`src/rtl/aes_cbc_pkg.sv`:
```
// aes_cbc_pkg: shared types and defaults for the CBC decryption sequencer.
// Provides the sequencer state enum, block width and timing defaults.
package aes_cbc_pkg;

  localparam int AES_BLK_W = 128;

  localparam int KEY_WAIT_DEF = 16;
  localparam int DONE_GUARD_DEF = 2;

  typedef enum logic [2:0] {
    ST_IDLE  = 3'd0,
    ST_KEXP  = 3'd1,
    ST_READY = 3'd2,
    ST_RUN   = 3'd3,
    ST_OUT   = 3'd4
  } cbc_state_t;

endpackage

```
`src/rtl/aes_cbc_dec_ctrl.sv`:
```
// aes_cbc_dec_ctrl: CBC decrypt sequencer around an AES-128 inverse core.
// Ports: cfg_* key/IV in, in_* ciphertext in, out_* plaintext out, core_* to core.
module aes_cbc_dec_ctrl
  import aes_cbc_pkg::*;
#(
  parameter int KEY_WAIT = KEY_WAIT_DEF,
  parameter int DONE_GUARD = DONE_GUARD_DEF
) (
  input  logic                 clk,
  input  logic                 rst,
  input  logic                 cfg_vld,
  output logic                 cfg_rdy,
  input  logic [AES_BLK_W-1:0] cfg_key,
  input  logic [AES_BLK_W-1:0] cfg_iv,
  input  logic                 in_vld,
  output logic                 in_rdy,
  input  logic [AES_BLK_W-1:0] in_data,
  output logic                 out_vld,
  input  logic                 out_rdy,
  output logic [AES_BLK_W-1:0] out_data,
  output logic                 busy,
  output logic                 core_kld,
  output logic [AES_BLK_W-1:0] core_key,
  output logic                 core_ld,
  output logic [AES_BLK_W-1:0] core_text_in,
  input  logic                 core_done,
  input  logic [AES_BLK_W-1:0] core_text_out
);

  localparam int CMAX =
    (KEY_WAIT > DONE_GUARD) ? KEY_WAIT : DONE_GUARD;
  localparam int CW = $clog2(CMAX + 1);

  localparam logic [CW-1:0] KW_LD = CW'(KEY_WAIT - 1);
  localparam logic [CW-1:0] DG_LD = CW'(DONE_GUARD);

  cbc_state_t state;

  logic [CW-1:0] cnt;

  logic [AES_BLK_W-1:0] key_r;
  logic [AES_BLK_W-1:0] prev_r;
  logic [AES_BLK_W-1:0] cur_r;
  logic [AES_BLK_W-1:0] out_r;

  logic st_ready;

  assign st_ready = (state == ST_READY);

  assign cfg_rdy = (state == ST_IDLE) || st_ready;
  // A re-key offered alongside a block takes priority, so the
  // block must not see a handshake in that cycle.
  assign in_rdy = st_ready && !cfg_vld;
  assign out_vld = (state == ST_OUT);
  assign busy = !((state == ST_IDLE) || st_ready);

  assign out_data = out_r;
  assign core_key = key_r;
  assign core_text_in = cur_r;

  always_ff @(posedge clk) begin
    if (rst) begin
      state <= ST_IDLE;
      cnt <= '0;
      key_r <= '0;
      prev_r <= '0;
      cur_r <= '0;
      out_r <= '0;
      core_kld <= 1'b0;
      core_ld <= 1'b0;
    end else begin
      core_kld <= 1'b0;
      core_ld <= 1'b0;
      unique case (state)
        ST_IDLE, ST_READY: begin
          if (cfg_vld) begin
            key_r <= cfg_key;
            prev_r <= cfg_iv;
            cnt <= KW_LD;
            core_kld <= 1'b1;
            state <= ST_KEXP;
          end else if (st_ready && in_vld) begin
            cur_r <= in_data;
            cnt <= DG_LD;
            core_ld <= 1'b1;
            state <= ST_RUN;
          end
        end
        ST_KEXP: begin
          if (cnt == '0) begin
            state <= ST_READY;
          end else begin
            cnt <= cnt - 1'b1;
          end
        end
        ST_RUN: begin
          // Early done pulses from the core are ignored
          // until the guard counter has drained.
          if (cnt != '0) begin
            cnt <= cnt - 1'b1;
          end else if (core_done) begin
            out_r <= core_text_out ^ prev_r;
            prev_r <= cur_r;
            state <= ST_OUT;
          end
        end
        ST_OUT: begin
          if (out_rdy) begin
            state <= ST_READY;
          end
        end
        default: begin
          state <= ST_IDLE;
        end
      endcase
    end
  end

endmodule

```
`config.mk`:
```
export PLATFORM = sky130hd
export DESIGN_NAME = aes_cbc_dec_ctrl
export DESIGN_NICKNAME = d
export VERILOG_FILES = /design/src/rtl/aes_cbc_pkg.sv /design/src/rtl/aes_cbc_dec_ctrl.sv
export SDC_FILE = /design/constraint.sdc
export NUM_CORES = 1
export LEC_CHECK = 0
export BUFFER_PORTS_ARGS = -buffer_cell sky130_fd_sc_hd__buf_2
export CAP_MARGIN = 20
export CORE_AREA = 4 4 348 350
export DETAILED_ROUTE_END_ITERATION = 10
export DIE_AREA = 0 0 352 354
export RECOVER_POWER = 50
export SETUP_SLACK_MARGIN = 0.2
export SYNTH_ARGS = -nofsm -noshare
export SYNTH_HDL_FRONTEND = slang
export SYNTH_SLANG_ARGS = --single-unit
```
`constraint.sdc`:
```
create_clock -name clk -period 1.75 [get_ports clk]
set_input_delay 0.35 -clock clk [delete_from_list [all_inputs] [get_ports clk]]
set_output_delay 0.35 -clock clk [all_outputs]
set_load 0.01 [all_outputs]
```
==> results of run 1 <==
==> through the flow <==
step           hold slack (ps)   util  std cells  area [sq um]
2_1_floorplan              461      -       2304         20800
4_1_cts                  0.787  0.316       5348         37200
3_3_place_gp               439  0.236       4719         27800
5_1_grt                   5.87  0.340       5429         40100
3_5_place_dp               443  0.236       4719         27800
6_report                  55.7  0.340       5431         40100
==> cell type report <==
cell class	count	share of cell area
Timing Repair Buffer	1659	0.346
Multi-Input combinational cell	1591	0.289
Sequential cell	522	0.261
Tap cell	1536	0.0480
Clock buffer	82	0.0431
Clock inverter	27	0.0110
Antenna cell	9	0.000562
Inverter	5	0.000531
==> cell families after synthesis <==
group | synth area share
multiplexers | 0.0625
XOR/XNOR | 0.0547
buffers and inverters | 0.0502
adder cells (fa/ha/maj) | 0.000611
AO/OA/AOI/OAI | 0.172
AND/OR/NAND/NOR | 0.150
flip-flops | 0.510
==> metal layers <==
layer	GRT usage	up-vias	routed length, um
li1	-	10932	-
met1	0.201	11490	47000
met2	0.271	1147	55300
met3	0.0447	326	8950
met4	0.0675	12	5710
met5	0	-	81
==> timing repair <==
item | CTS | global route
resized for setup | 323 | 499
pin swaps | 66 | 154
buffers inserted | 75 | 56
hold buffers | 399 | 1
endpoints found under the setup margin | 799 | 826
hold endpoints to repair | 398 | 1
cloned | 46 | 18
==> cells in the final DEF, fill, tap and decap left out, types with 18 or more instances in the layout <==
cell / count
nand2_1: 427
dlygate4sd3_1: 400
buf_8: 36
nand2_4: 68
nor2_1: 149
dfxtp_1: 515
nor2_2: 64
a211oi_2: 197
a21oi_2: 82
clkbuf_1: 91
buf_4: 107
nor2_4: 49
clkbuf_16: 76
xnor2_1: 128
buf_12: 78
buf_6: 68
nand2_2: 18
buf_16: 50
a21oi_1: 180
mux2i_2: 21
a211oi_1: 62
mux2i_1: 94
buf_2: 820
==> worst min-delay path, stage by stage <==
cell and delay (ps):
buf_2 100, mux2i_4 70, a211oi_2 170
==> flip-flops by register name, indices dropped and copies added (netlist names) <==
name / count
cnt: 5
core_key: 128
core_kld: 1
core_ld: 1
core_text_in: 128
out_data: 128
prev_r: 128
state: 3
==> power groups by stage <==
stage                     Sequential, mW  Clock, mW  Combinational (mW)
final                               13.5       13.9                9.12
after global routing                13.5       14.7                9.68
after CTS                           13.4       14.3                7.82
after detailed placement            13.6          0                5.59
after global placement              13.6          0                5.54
after floorplan                     13.7          0                2.88
==> path summary, 6_finish.rpt <==
kind	from	endpoint	slack (ps)	cells after the start
setup / recovery	state[2]	in_rdy	-300	4
setup reg to reg	state[2]	prev_r[59]	-300	8
hold / removal	cfg_iv[10]	prev_r[10]	60	3
hold reg to reg	core_key[99]	core_key[99]	450	2
==> run_results.csv, run 1 <==
group,metric,value,unit
outcome,status,"complete, but fails checks",
outcome,violations,"setup timing",
timing,fin_skew,59.2,ps
worst_setup_path,worstSetupStartpointType,"flip-flop",
clocking,path_clk_slew,60,ps
worst_setup_path,crit_top_cell,"buf_6",
worst_setup_path,cp_max_fo,3,
power_and_ir_drop,p_sw,10.8,mW
power_and_ir_drop,switching_share,0.297,
die,initial_core_util,0.174,
clocking,cts_tree,"built",
synthesis,synth_common_cells,"dfxtp_1, nand2_1, a21oi_1",
worst_setup_path,critPathBufInv,3,
power_and_ir_drop,fin_total_pwr,36.5,mW
drt,viasPerCell,4.40,
synthesis,yosysMostFrequentCell,"dfxtp_1",
clocking,clock_path_buffers,3,
power_and_ir_drop,p_clk_frac,0.381,
power_and_ir_drop,p_leak,16.5,nW
power_and_ir_drop,comb_power_share,0.250,
timing,fmax,0.488,GHz
placed_design,place_ws,-56.6,ps
worst_setup_path,endpoint_kind,"output pin",
worst_hold_path,hold_path.class,"in -> reg",
timing,setup_viol,364,
synthesis,synth_top_area_frac,0.510,
worst_setup_path,path_class,"reg -> out",
timing,rsz0062_at_grt,"yes",
synthesis,syn_area,20500,sq um
clocking,cts_root_buf,"clkbuf_16",
synthesis,synth_edf_count,0,
worst_setup_path,cpPeakStageDelay,350,ps
worst_setup_path,critPathSlowestCell,"dfxtp_4",
flow_run,drv_cap,0,
global_routing,grt_antenna_before_repair,20,
power_and_ir_drop,ir_worst_vdd,0.741,mV
timing,final.period_utilization,1.17,
clocking,htreeDepth,2,
timing,tns,-45250,ps
finish,layout.nets,4359,
die,chipWidth,352,um
power_and_ir_drop,power_density,910,nW/um^2
clocking,clock-sinks,522,
synthesis,ys_ff_latch,522,
worst_setup_path,worstPathCellList,"buf_6 -> nor4b_4 -> buf_4 -> buf_6",
clocking,cts-buffers-inserted,61,
global_routing,grt_max_degree,87,
drt,final_antenna_net_count,0,
placed_design,dp_hpwl,73100,um
synthesis,synth_area_leaders,"dfxtp_1, nand2_1, a211oi_1",
placed_design,gp_congestion,0.938,
timing,hold_viol,0,
die,rows,126,
timing,setup_ws,-300,ps
die,io_pins,908,
synthesis,netlist_instances,2304,
placed_design,io_buffers,907,
synthesis,synth_nets,2823,
synthesis,synth-seq-area-share,0.510,
worst_setup_path,cpLargestDelayFamily,"buffers and inverters",
die,dieArea,125000,sq um
clocking,worstSkewPairLatency,690,ps
die,die_y,354,um
timing,min_period,2050,ps
timing,relSlewSlack,0.518,
finish,register_area,10500,sq um
drt,vias,23907,
finish,area_growth,95.6,%
worst_setup_path,arrival,1700,ps
die,fp.coreArea,118000,sq um
synthesis,async_flop_share,0,
synthesis,yosys.area.top_type,"dfxtp_1",
finish,fillCellCount,11468,
finish,multi_input_area,11600,sq um
synthesis,synth.avg_cell_area,8.89,sq um
power_and_ir_drop,intPower,25.6,mW
global_routing,grt_pass1_wl,155000,um
global_routing,overflow,0,
worst_setup_path,critPathRequiredTime,1400,ps
synthesis,synth_ff_type,"dfxtp_1",
drt,drt_iter0_drc,1856,
drt,drc,0,
drt,drt-pass1-iter-count,7,
power_and_ir_drop,power_frac_seq,0.369,
timing,slew_violations,0,
drt,wl,117000,um
global_routing,grt_pass1_vias,23591,
global_routing,grt_use_total,0.164,
synthesis,ys_warn_count,0,
drt,wl_per_cell,21.6,um
synthesis,synth_cell_types,34,
finish,drive_gt1_frac,0.467,
timing,worst_pin_slew,718,ps
(Power assumes the default switching activity.)
==> run 2: changes to the inputs <==
- SKIP_LAST_GASP: default -> 1
==> run_results.csv, run 2 (synthesized netlist as in run 1, its figures left out) <==
group,metric,value,unit
die,chipWidth,352,um
power_and_ir_drop,p_sw,11.2,mW
placed_design,gp_congestion,0.938,
clocking,worstSkewPairLatency,680,ps
timing,relSlewSlack,0.523,
worst_setup_path,arrival,1700,ps
outcome,violations,"setup timing",
power_and_ir_drop,power_density,901,nW/um^2
clocking,cts_root_buf,"clkbuf_16",
worst_setup_path,critPathRequiredTime,1400,ps
global_routing,grt_pass1_wl,155000,um
global_routing,grt_use_total,0.164,
clocking,path_clk_slew,60,ps
die,fp.coreArea,118000,sq um
worst_setup_path,endpoint_kind,"output pin",
timing,hold_viol,0,
placed_design,io_buffers,907,
power_and_ir_drop,fin_total_pwr,37.1,mW
timing,setup_viol,407,
global_routing,grt_pass1_vias,23608,
placed_design,placed_area,27800,sq um
drt,wl_per_cell,22.4,um
placed_design,dp_hpwl,73100,um
die,rows,126,
clocking,htreeDepth,2,
worst_hold_path,hold_path.class,"in -> reg",
drt,viasPerCell,4.46,
timing,worst_pin_slew,710,ps
clocking,clock_path_buffers,3,
timing,rsz0062_at_grt,"yes",
drt,final_antenna_net_count,0,
power_and_ir_drop,switching_share,0.301,
flow_run,drv_cap,0,
power_and_ir_drop,ir_worst_vdd,0.749,mV
clocking,cts_tree,"built",
timing,slew_violations,0,
outcome,status,"complete, but fails checks",
worst_setup_path,worstSetupStartpointType,"flip-flop",
power_and_ir_drop,p_leak,16.5,nW
global_routing,grt_antenna_before_repair,22,
clocking,cts-buffers-inserted,61,
power_and_ir_drop,comb_power_share,0.262,
drt,wl,122000,um
worst_setup_path,cp_max_fo,3,
worst_setup_path,path_class,"reg -> out",
die,io_pins,908,
power_and_ir_drop,intPower,25.9,mW
timing,min_period,2050,ps
timing,fin_skew,57.6,ps
timing,setup_ws,-299,ps
finish,layout.nets,4392,
drt,drt-pass1-iter-count,5,
timing,fmax,0.488,GHz
global_routing,grt_max_degree,87,
drt,drc,0,
finish,final_common_cell,"buf_2",
timing,final.period_utilization,1.17,
global_routing,overflow,0,
finish,area_growth,101,%
finish,final_cell_mix,"buf_2, dfxtp_1, dlygate4sd3_1, nand2_1, clkbuf_1",
die,die_y,354,um
drt,drt_iter0_drc,1847,
clocking,clock-sinks,522,
power_and_ir_drop,p_clk_frac,0.375,
finish,final_util,0.349,
finish,final_cell_area,41200,sq um
die,dieArea,125000,sq um
die,initial_core_util,0.174,
power_and_ir_drop,power_frac_seq,0.364,
timing,tns,-48480,ps
drt,vias,24410,
finish,drive_gt1_frac,0.456,
==> run 2: final timing paths <==
| kind | startpoint | to | slack, ps | cells past startpoint |
|---|---|---|---|---|
| worst min register to register | core_key[99] | core_key[99] | 450 | 2 |
| worst max register to register | state[2] | core_text_in[64] | -290 | 11 |
| worst max-delay path | state[2] | in_rdy | -300 | 4 |
| worst min-delay path | cfg_iv[12] | prev_r[12] | 60 | 3 |
==> run 2: routing by layer <==
metal  vias to the layer above  part of all wire  track usage
li1                      10998                 -            -
met4                        12             0.058       0.0693
met2                      1237              0.47        0.270
met3                       401             0.078       0.0478
met5                         -           0.00064            0
met1                     11762              0.40        0.199
==> run 2: worst max-delay path, cell delays in order, from the launching register on <==
cell and delay [ps]:
dfxtp_4 350, buf_6 110, nor4b_4 280, buf_4 170, buf_6 120
==> run 2: stage by stage <==
stage / setup slack (ps) / instances / hold WS, ps
floorplan: 58.1 / 2304 / 461
global placement: -61.3 / 4719 / 439
detailed placement: -56.6 / 4719 / 443
CTS: -390 / 5356 / 0.787
global route: -402 / 5464 / 14.5
finish: -299 / 5468 / 56.9
==> run 2: cell type report <==
| class | count | area (sq um) |
|---|---|---|
| clock buffer | 82 | 1730 |
| sequential | 522 | 10500 |
| antenna | 13 | 32.5 |
| fill | 11345 | 76600 |
| inverter | 5 | 18.8 |
| tap | 1536 | 1920 |
| multi-input combinational | 1592 | 12200 |
| timing repair buffer | 1691 | 14300 |
| clock inverter | 27 | 440 |
==> run 2: power groups by stage <==
stage | logic, mW | registers (mW) | clock network, mW
after global placement | 5.54 | 13.6 | 0
after floorplan | 2.88 | 13.7 | 0
after global routing | 10.3 | 13.5 | 14.7
after CTS | 7.76 | 13.4 | 14.3
after detailed placement | 5.59 | 13.6 | 0
final | 9.70 | 13.5 | 13.9
==> run 2: what timing repair did <==
action / CTS / global route
gates cloned: 46 / 32
setup endpoints to repair: 799 / 825
hold buffers: 407 / 3
resized for setup: 283 / 739
buffers inserted: 75 / 65
pin swaps: 60 / 260
endpoints found under the hold margin: 406 / 3
